**config.mk**
```make
export PLATFORM = sky130hd
export DESIGN_NAME = instr_fetch
export DESIGN_NICKNAME = d
export VERILOG_FILES = /design/src/rtl/instr_fetch_pkg.sv /design/src/rtl/instr_fetch_sync_fifo.sv /design/src/rtl/instr_fetch.sv
export SDC_FILE = /design/constraint.sdc
export NUM_CORES = 1
export LEC_CHECK = 0
export ABC_AREA = 0
export CAP_MARGIN = 25
export CORE_AREA = 5 5 97 145
export CTS_BUF_LIST = sky130_fd_sc_hd__clkbuf_2 sky130_fd_sc_hd__clkbuf_4 sky130_fd_sc_hd__clkbuf_8
export CTS_CLUSTER_DIAMETER = 50
export DETAILED_ROUTE_END_ITERATION = 16
export DIE_AREA = 0 0 102 150
export PLACE_DENSITY = 0.46
export SYNTH_ARGS = -nofsm -noshare
export SYNTH_HDL_FRONTEND = slang
export SYNTH_SLANG_ARGS = --single-unit
```
**constraint.sdc**
```tcl
create_clock -name CLK -period 2.8 [get_ports CLK]
set_clock_uncertainty 0.15 [all_clocks]
set_input_delay 0.84 -clock CLK [delete_from_list [all_inputs] [get_ports CLK]]
set_output_delay 0.84 -clock CLK [all_outputs]
set_load 0.01 [all_outputs]
```
**src/rtl/instr_fetch_pkg.sv**
```systemverilog
// Shared widths and types for the serial instruction fetch unit.
package instr_fetch_pkg;

   localparam int unsigned INSTR_WIDTH = 9;
   localparam int unsigned FIFO_DEPTH  = 4;
   localparam int unsigned ISSUE_CNT_W = 8;

   typedef logic [INSTR_WIDTH-1:0] instr_t;

endpackage

```
**src/rtl/instr_fetch_sync_fifo.sv**
```systemverilog
// Synchronous FIFO with extra-bit pointers and registered full/empty flags.
module sync_fifo #(
   parameter int unsigned WIDTH = 9,
   parameter int unsigned DEPTH = 4
) (
   input  logic             CLK,
   input  logic             RESET,
   input  logic             push_i,
   input  logic [WIDTH-1:0] data_i,
   input  logic             pop_i,
   output logic [WIDTH-1:0] data_o,
   output logic             full_o,
   output logic             empty_o
);

   localparam int unsigned AW    = $clog2(DEPTH);
   localparam int unsigned PTR_W = AW + 1;

   logic [WIDTH-1:0] mem_q [DEPTH];
   logic [PTR_W-1:0] wr_ptr_q, wr_ptr_d;
   logic [PTR_W-1:0] rd_ptr_q, rd_ptr_d;
   logic             full_q, full_d;
   logic             empty_q, empty_d;
   logic             do_push, do_pop;

   always_comb begin
      do_pop   = pop_i && !empty_q;
      // A push into a full FIFO is only accepted when a pop frees the slot.
      do_push  = push_i && (!full_q || do_pop);
      wr_ptr_d = wr_ptr_q + PTR_W'(do_push);
      rd_ptr_d = rd_ptr_q + PTR_W'(do_pop);
      empty_d  = (wr_ptr_d == rd_ptr_d);
      full_d   = (wr_ptr_d[AW] != rd_ptr_d[AW]) &&
                 (wr_ptr_d[AW-1:0] == rd_ptr_d[AW-1:0]);
   end

   always_ff @(posedge CLK or posedge RESET) begin
      if (RESET) begin
         wr_ptr_q <= '0;
         rd_ptr_q <= '0;
         full_q   <= 1'b0;
         empty_q  <= 1'b1;
      end else begin
         wr_ptr_q <= wr_ptr_d;
         rd_ptr_q <= rd_ptr_d;
         full_q   <= full_d;
         empty_q  <= empty_d;
      end
   end

   always_ff @(posedge CLK) begin
      if (do_push) begin
         mem_q[wr_ptr_q[AW-1:0]] <= data_i;
      end
   end

   assign data_o  = mem_q[rd_ptr_q[AW-1:0]];
   assign full_o  = full_q;
   assign empty_o = empty_q;

endmodule

```
**src/rtl/instr_fetch.sv**
```systemverilog
// Serial-to-parallel instruction loader with FIFO and run/step issue.
// Odd parity per frame is enabled by defining INSTR_FETCH_PARITY_EN.
module instr_fetch
   import instr_fetch_pkg::*;
#(
   parameter int unsigned WIDTH = INSTR_WIDTH,
   parameter int unsigned DEPTH = FIFO_DEPTH
) (
   input  logic                   CLK,
   input  logic                   RESET,
   input  logic                   SDI,
   input  logic                   SVALID,
   input  logic                   RUN,
   input  logic                   STEP,
   output logic [WIDTH-1:0]       INSTRUCTION,
   output logic                   write_en,
   output logic                   EMPTY,
   output logic                   FULL,
   output logic                   OVERFLOW,
   output logic [ISSUE_CNT_W-1:0] ISSUED,
   output logic                   PAR_ERR
);

`ifdef INSTR_FETCH_PARITY_EN
   localparam int unsigned FRAME_BITS = WIDTH + 1;
`else
   localparam int unsigned FRAME_BITS = WIDTH;
`endif
   localparam int unsigned   CNT_W    = $clog2(FRAME_BITS);
   localparam logic [CNT_W-1:0] LAST_IDX = CNT_W'(FRAME_BITS - 1);

   logic [CNT_W-1:0]       cnt_q, cnt_d;
   logic [WIDTH-1:0]       shreg_q, shreg_d;
   logic                   step_q;
   logic [WIDTH-1:0]       instr_q, instr_d;
   logic                   wen_q;
   logic [ISSUE_CNT_W-1:0] issued_q, issued_d;
   logic                   ovf_q, ovf_d;

   logic                   frame_done, push, pop, step_rise;
   logic [WIDTH-1:0]       push_word;
   logic [WIDTH-1:0]       fifo_head;
   logic                   fifo_full, fifo_empty;

`ifdef INSTR_FETCH_PARITY_EN
   logic perr_q, perr_d;
   logic par_fail;
`endif

   always_comb begin
      frame_done = SVALID && (cnt_q == LAST_IDX);
      shreg_d    = SVALID ? {shreg_q[WIDTH-2:0], SDI} : shreg_q;
      cnt_d      = cnt_q;
      if (SVALID) begin
         cnt_d = frame_done ? '0 : cnt_q + CNT_W'(1);
      end

`ifdef INSTR_FETCH_PARITY_EN
      // Data bits are already in shreg_q when the parity bit arrives.
      push_word = shreg_q;
      par_fail  = frame_done && ((^shreg_q ^ SDI) != 1'b1);
      push      = frame_done && !par_fail;
      perr_d    = perr_q | par_fail;
`else
      push_word = {shreg_q[WIDTH-2:0], SDI};
      push      = frame_done;
`endif

      step_rise = STEP & ~step_q;
      pop       = !fifo_empty && (RUN || step_rise);
      ovf_d     = ovf_q | (push && fifo_full && !pop);
      instr_d   = pop ? fifo_head : instr_q;
      issued_d  = issued_q + ISSUE_CNT_W'(pop);
   end

   always_ff @(posedge CLK or posedge RESET) begin
      if (RESET) begin
         cnt_q    <= '0;
         shreg_q  <= '0;
         step_q   <= 1'b0;
         instr_q  <= '0;
         wen_q    <= 1'b0;
         issued_q <= '0;
         ovf_q    <= 1'b0;
      end else begin
         cnt_q    <= cnt_d;
         shreg_q  <= shreg_d;
         step_q   <= STEP;
         instr_q  <= instr_d;
         wen_q    <= pop;
         issued_q <= issued_d;
         ovf_q    <= ovf_d;
      end
   end

`ifdef INSTR_FETCH_PARITY_EN
   always_ff @(posedge CLK or posedge RESET) begin
      if (RESET) begin
         perr_q <= 1'b0;
      end else begin
         perr_q <= perr_d;
      end
   end
   assign PAR_ERR = perr_q;
`else
   assign PAR_ERR = 1'b0;
`endif

   sync_fifo #(
      .WIDTH (WIDTH),
      .DEPTH (DEPTH)
   ) u_fifo (
      .CLK     (CLK),
      .RESET   (RESET),
      .push_i  (push),
      .data_i  (push_word),
      .pop_i   (pop),
      .data_o  (fifo_head),
      .full_o  (fifo_full),
      .empty_o (fifo_empty)
   );

   assign INSTRUCTION = instr_q;
   assign write_en    = wen_q;
   assign EMPTY       = fifo_empty;
   assign FULL        = fifo_full;
   assign OVERFLOW    = ovf_q;
   assign ISSUED      = issued_q;

endmodule

```
==> results.sh <==
export IMPL_status="completed"
export IMPL_post_route_min_period_ns=2.51
export IMPL_grt_max_degree=41
export IMPL_power_density_nw_per_um2=998
export IMPL_worstPathRequired_ns=2.93
export IMPL_io_buffers=26
export IMPL_dpl_hpwl_um=3570
export IMPL_core_um2=12700
export IMPL_utilization=0.294
export IMPL_synth_area_um2=2970
export IMPL_finalPower_uw=3730
export IMPL_worstSkewPairLatency_ns=0.34
export IMPL_totalWireLength_um=5200
export IMPL_worstMarginPinSlew_ns=0.642
export IMPL_synth_cells=166
export IMPL_max_freq_ghz=0.398
export IMPL_worst_slew_margin_rel=0.572
export IMPL_grt_use_total=0.0778
export IMPL_drv_slew=0
export IMPL_gr_total_overflow=0
export IMPL_setup_viol=0
export IMPL_wl_per_cell_um=14.0
export IMPL_cap_violations=0
export IMPL_arrival_ns=2.65
export IMPL_ys_flop_type="dfrtp_1"
export IMPL_p_leak_uw=0.00144
export IMPL_numCtsBuffers=9
export IMPL_grt_first_pass_wirelength_um=8740
export IMPL_clockBufferDepth=2
export IMPL_yosys_warnings=0
export IMPL_ys_seq_area_frac=0.700
export IMPL_dr_first_iter_drc_count=45
export IMPL_fin_crit_sh=0.897
export IMPL_drive_gt1_frac=0.282
export IMPL_synth_edf_count=36
export IMPL_cts_tree="done"
export IMPL_setup_worst_path_end_class="register"
export IMPL_vdd_ir_drop_worst_mv=0.307
export IMPL_cts_resized=0
export IMPL_crit_path_start_kind="input pin"
export IMPL_rsz0062_at_grt="no"
export IMPL_drc=0
export IMPL_register_area_um2=2080
export IMPL_final_hold_viol_count=0
export IMPL_drt_vias_per_instance=4.01
export IMPL_final_nets=222
export IMPL_clk_pin_slew_ns=0.08
export IMPL_post_cts_buffers=0
export IMPL_row_count=51
export IMPL_ys_async_sr_fraction=0.526
export IMPL_dr_total_vias=1493
export IMPL_ios=28
export IMPL_place_congestion=0.684
export IMPL_critical_path_class="in -> reg"
export IMPL_dp_cells=356
export IMPL_ant_nets=0
export IMPL_multi_input_area_um2=857
export IMPL_synth_seq_cells=76
export IMPL_cp_max_fo=3
export IMPL_dieArea_um2=15300
export IMPL_crit_chain="clkdlybuf4s50_1 -> nor2b_1 -> o21bai_2 -> a21oi_1 -> ha_1 -> ha_1 -> xor2_1 -> xor2_1 -> nor2b_1"
export IMPL_worst_path_buf_inv=1
export IMPL_hold_buffers=0
export IMPL_cts_root_buf="clkbuf_8"
export IMPL_diodes=0
export IMPL_detail_route_first_pass_iterations=4
export IMPL_start_util=0.234
export IMPL_die_width_um=102
export IMPL_finalSetupTns_ns=0
export IMPL_htree_levels=3
export IMPL_critical_path_top_delay_family="XOR/XNOR gates"
export IMPL_avgSynthCellArea_um2=17.9
export IMPL_antenna_found_initial=0
export IMPL_layoutNonFillerInstCount=372
export IMPL_ys_types=29
export IMPL_syn_to_final_growth_pct=25.7
export IMPL_critPathMaxStageDelay_ns=0.41
export IMPL_min_path_type="reg -> reg"
export IMPL_cts_sinks=76
export IMPL_die_y_um=150
export IMPL_slowest_stage="clkdlybuf4s50_1"
export IMPL_syn_num_nets=180
export IMPL_first_global_vias=1686
export IMPL_fill_cells=1250
[placed cells by master (no fill, tap or decap)]
| cell | netlist | layout |
|---|---|---|
| dfrtp_1 | 39 | 39 |
| edfxtp_1 | 36 | 36 |
| clkdlybuf4s50_1 | 0 | 26 |
| clkbuf_8 | 0 | 10 |
| mux4_2 | 9 | 9 |
| mux2_4 | 9 | 9 |
| buf_4 | 1 | 9 |
| mux2_2 | 8 | 8 |
| xnor2_1 | 8 | 8 |
| ha_1 | 8 | 8 |
| inv_1 | 6 | 5 |
| xor2_1 | 5 | 5 |
| nand2_1 | 5 | 5 |
| a2111oi_2 | 0 | 4 |
| nand3_1 | 4 | 4 |
| nor2_1 | 3 | 3 |
| o21ai_0 | 3 | 3 |
| clkinvlp_4 | 0 | 3 |
| nor2b_1 | 2 | 2 |
| and3_1 | 2 | 2 |
| and4b_1 | 2 | 2 |
| bufinv_16 | 0 | 2 |
| o21bai_2 | 1 | 1 |
| inv_2 | 1 | 1 |
| nand4b_1 | 1 | 1 |
| a21oi_1 | 1 | 1 |
| a31o_2 | 1 | 1 |
| clkinv_1 | 0 | 1 |
| a21boi_0 | 1 | 1 |
| conb_1 | 1 | 1 |
| clkinv_2 | 0 | 1 |
| buf_12 | 0 | 1 |
| dfstp_2 | 1 | 1 |
[area by class of cell]
type                            instances  area share
Tap cell                              159      0.0532
Inverter                                7     0.00703
Multi-Input combinational cell         78       0.229
Timing Repair Buffer                   36      0.0930
Clock buffer                           10      0.0368
Sequential cell                        76       0.557
Clock inverter                          6      0.0234
[metal layers]
| layer | vias to the layer above | routed length (um) | share of wire | track usage |
|---|---|---|---|---|
| met5 | - | 0 | 0 | 0 |
| met1 | 760 | 2030 | 0.39 | 0.0817 |
| li1 | 702 | - | - | - |
| met3 | 8 | 195 | 0.038 | 0.0243 |
| met4 | 0 | 158 | 0.030 | 0.0473 |
| met2 | 23 | 2810 | 0.54 | 0.133 |
[metrics by stage]
step           setup WS, ns  area [um2]  hold WS, ns
3_5_place_dp        -0.0934        3510        0.314
5_1_grt               0.106        3740        0.356
3_3_place_gp        -0.0869        3510        0.317
4_1_cts               0.262        3740        0.326
6_report              0.288        3740        0.322
2_1_floorplan        -0.157        2980        0.296
[state kept, by name, summed over array words and instances, names as in the netlist]
name             flops
u_fifo.mem_q        36
INSTRUCTION          9
ISSUED               8
shreg_q              8
cnt_q                4
u_fifo.rd_ptr_q      3
u_fifo.wr_ptr_q      3
OVERFLOW             1
step_q               1
u_fifo.empty_o       1
u_fifo.full_o        1
write_en             1
[kinds of logic (layout without fill, tap and decap cells)]
family / count (synthesis) / count (layout) / synth area share
AO/OA/AOI/OAI: 11 / 11 / 0.0278
multiplexers: 26 / 26 / 0.144
other: 1 / 1 / 0.00126
AND/OR/NAND/NOR: 19 / 19 / 0.0349
XOR/XNOR: 13 / 13 / 0.0383
buffers and inverters: 12 / 59 / 0.0198
adder cells (fa/ha/maj): 8 / 8 / 0.0337
flip-flops: 76 / 76 / 0.700
[cell usage after synthesis, types with 2 or more instances]
master     instances  area, um2
xor2_1             5       43.8
nand2_1            5       18.8
inv_1              6       22.5
nor2_1             3       11.3
mux4_2             9        203
ha_1               8        100
xnor2_1            8       70.1
o21ai_0            3       15.0
edfxtp_1          36       1080
a2111oi_0          4       35.0
and4b_1            2       20.0
nand3_1            4       20.0
mux2_4             9        135
and3_1             2       12.5
buf_2              2       10.0
dfrtp_1           39        976
nor2b_1            2       12.5
mux2_2             8       90.1
[where the power goes]
part	internal [uW]	total, uW	switching [uW]
Sequential	1460	1750	290
Combinational	665	1050	387
Clock	524	929	405
Total	2650	3730	1080
[path summary, 6_finish.rpt]
path | start | to | depth (start not counted) | slack (ns)
max in group asynchronous | RESET | u_fifo.empty_o | 3 | 1.56
min reg2reg | ISSUED[7] | ISSUED[7] | 1 | 0.32
min | ISSUED[7] | ISSUED[7] | 1 | 0.32
max | STEP | u_fifo.empty_o | 9 | 0.29
min in group asynchronous | RESET | step_q | 3 | 0.68
max reg2reg | cnt_q[0] | u_fifo.empty_o | 9 | 0.70
No activity file was read; power rests on OpenSTA's default activity.
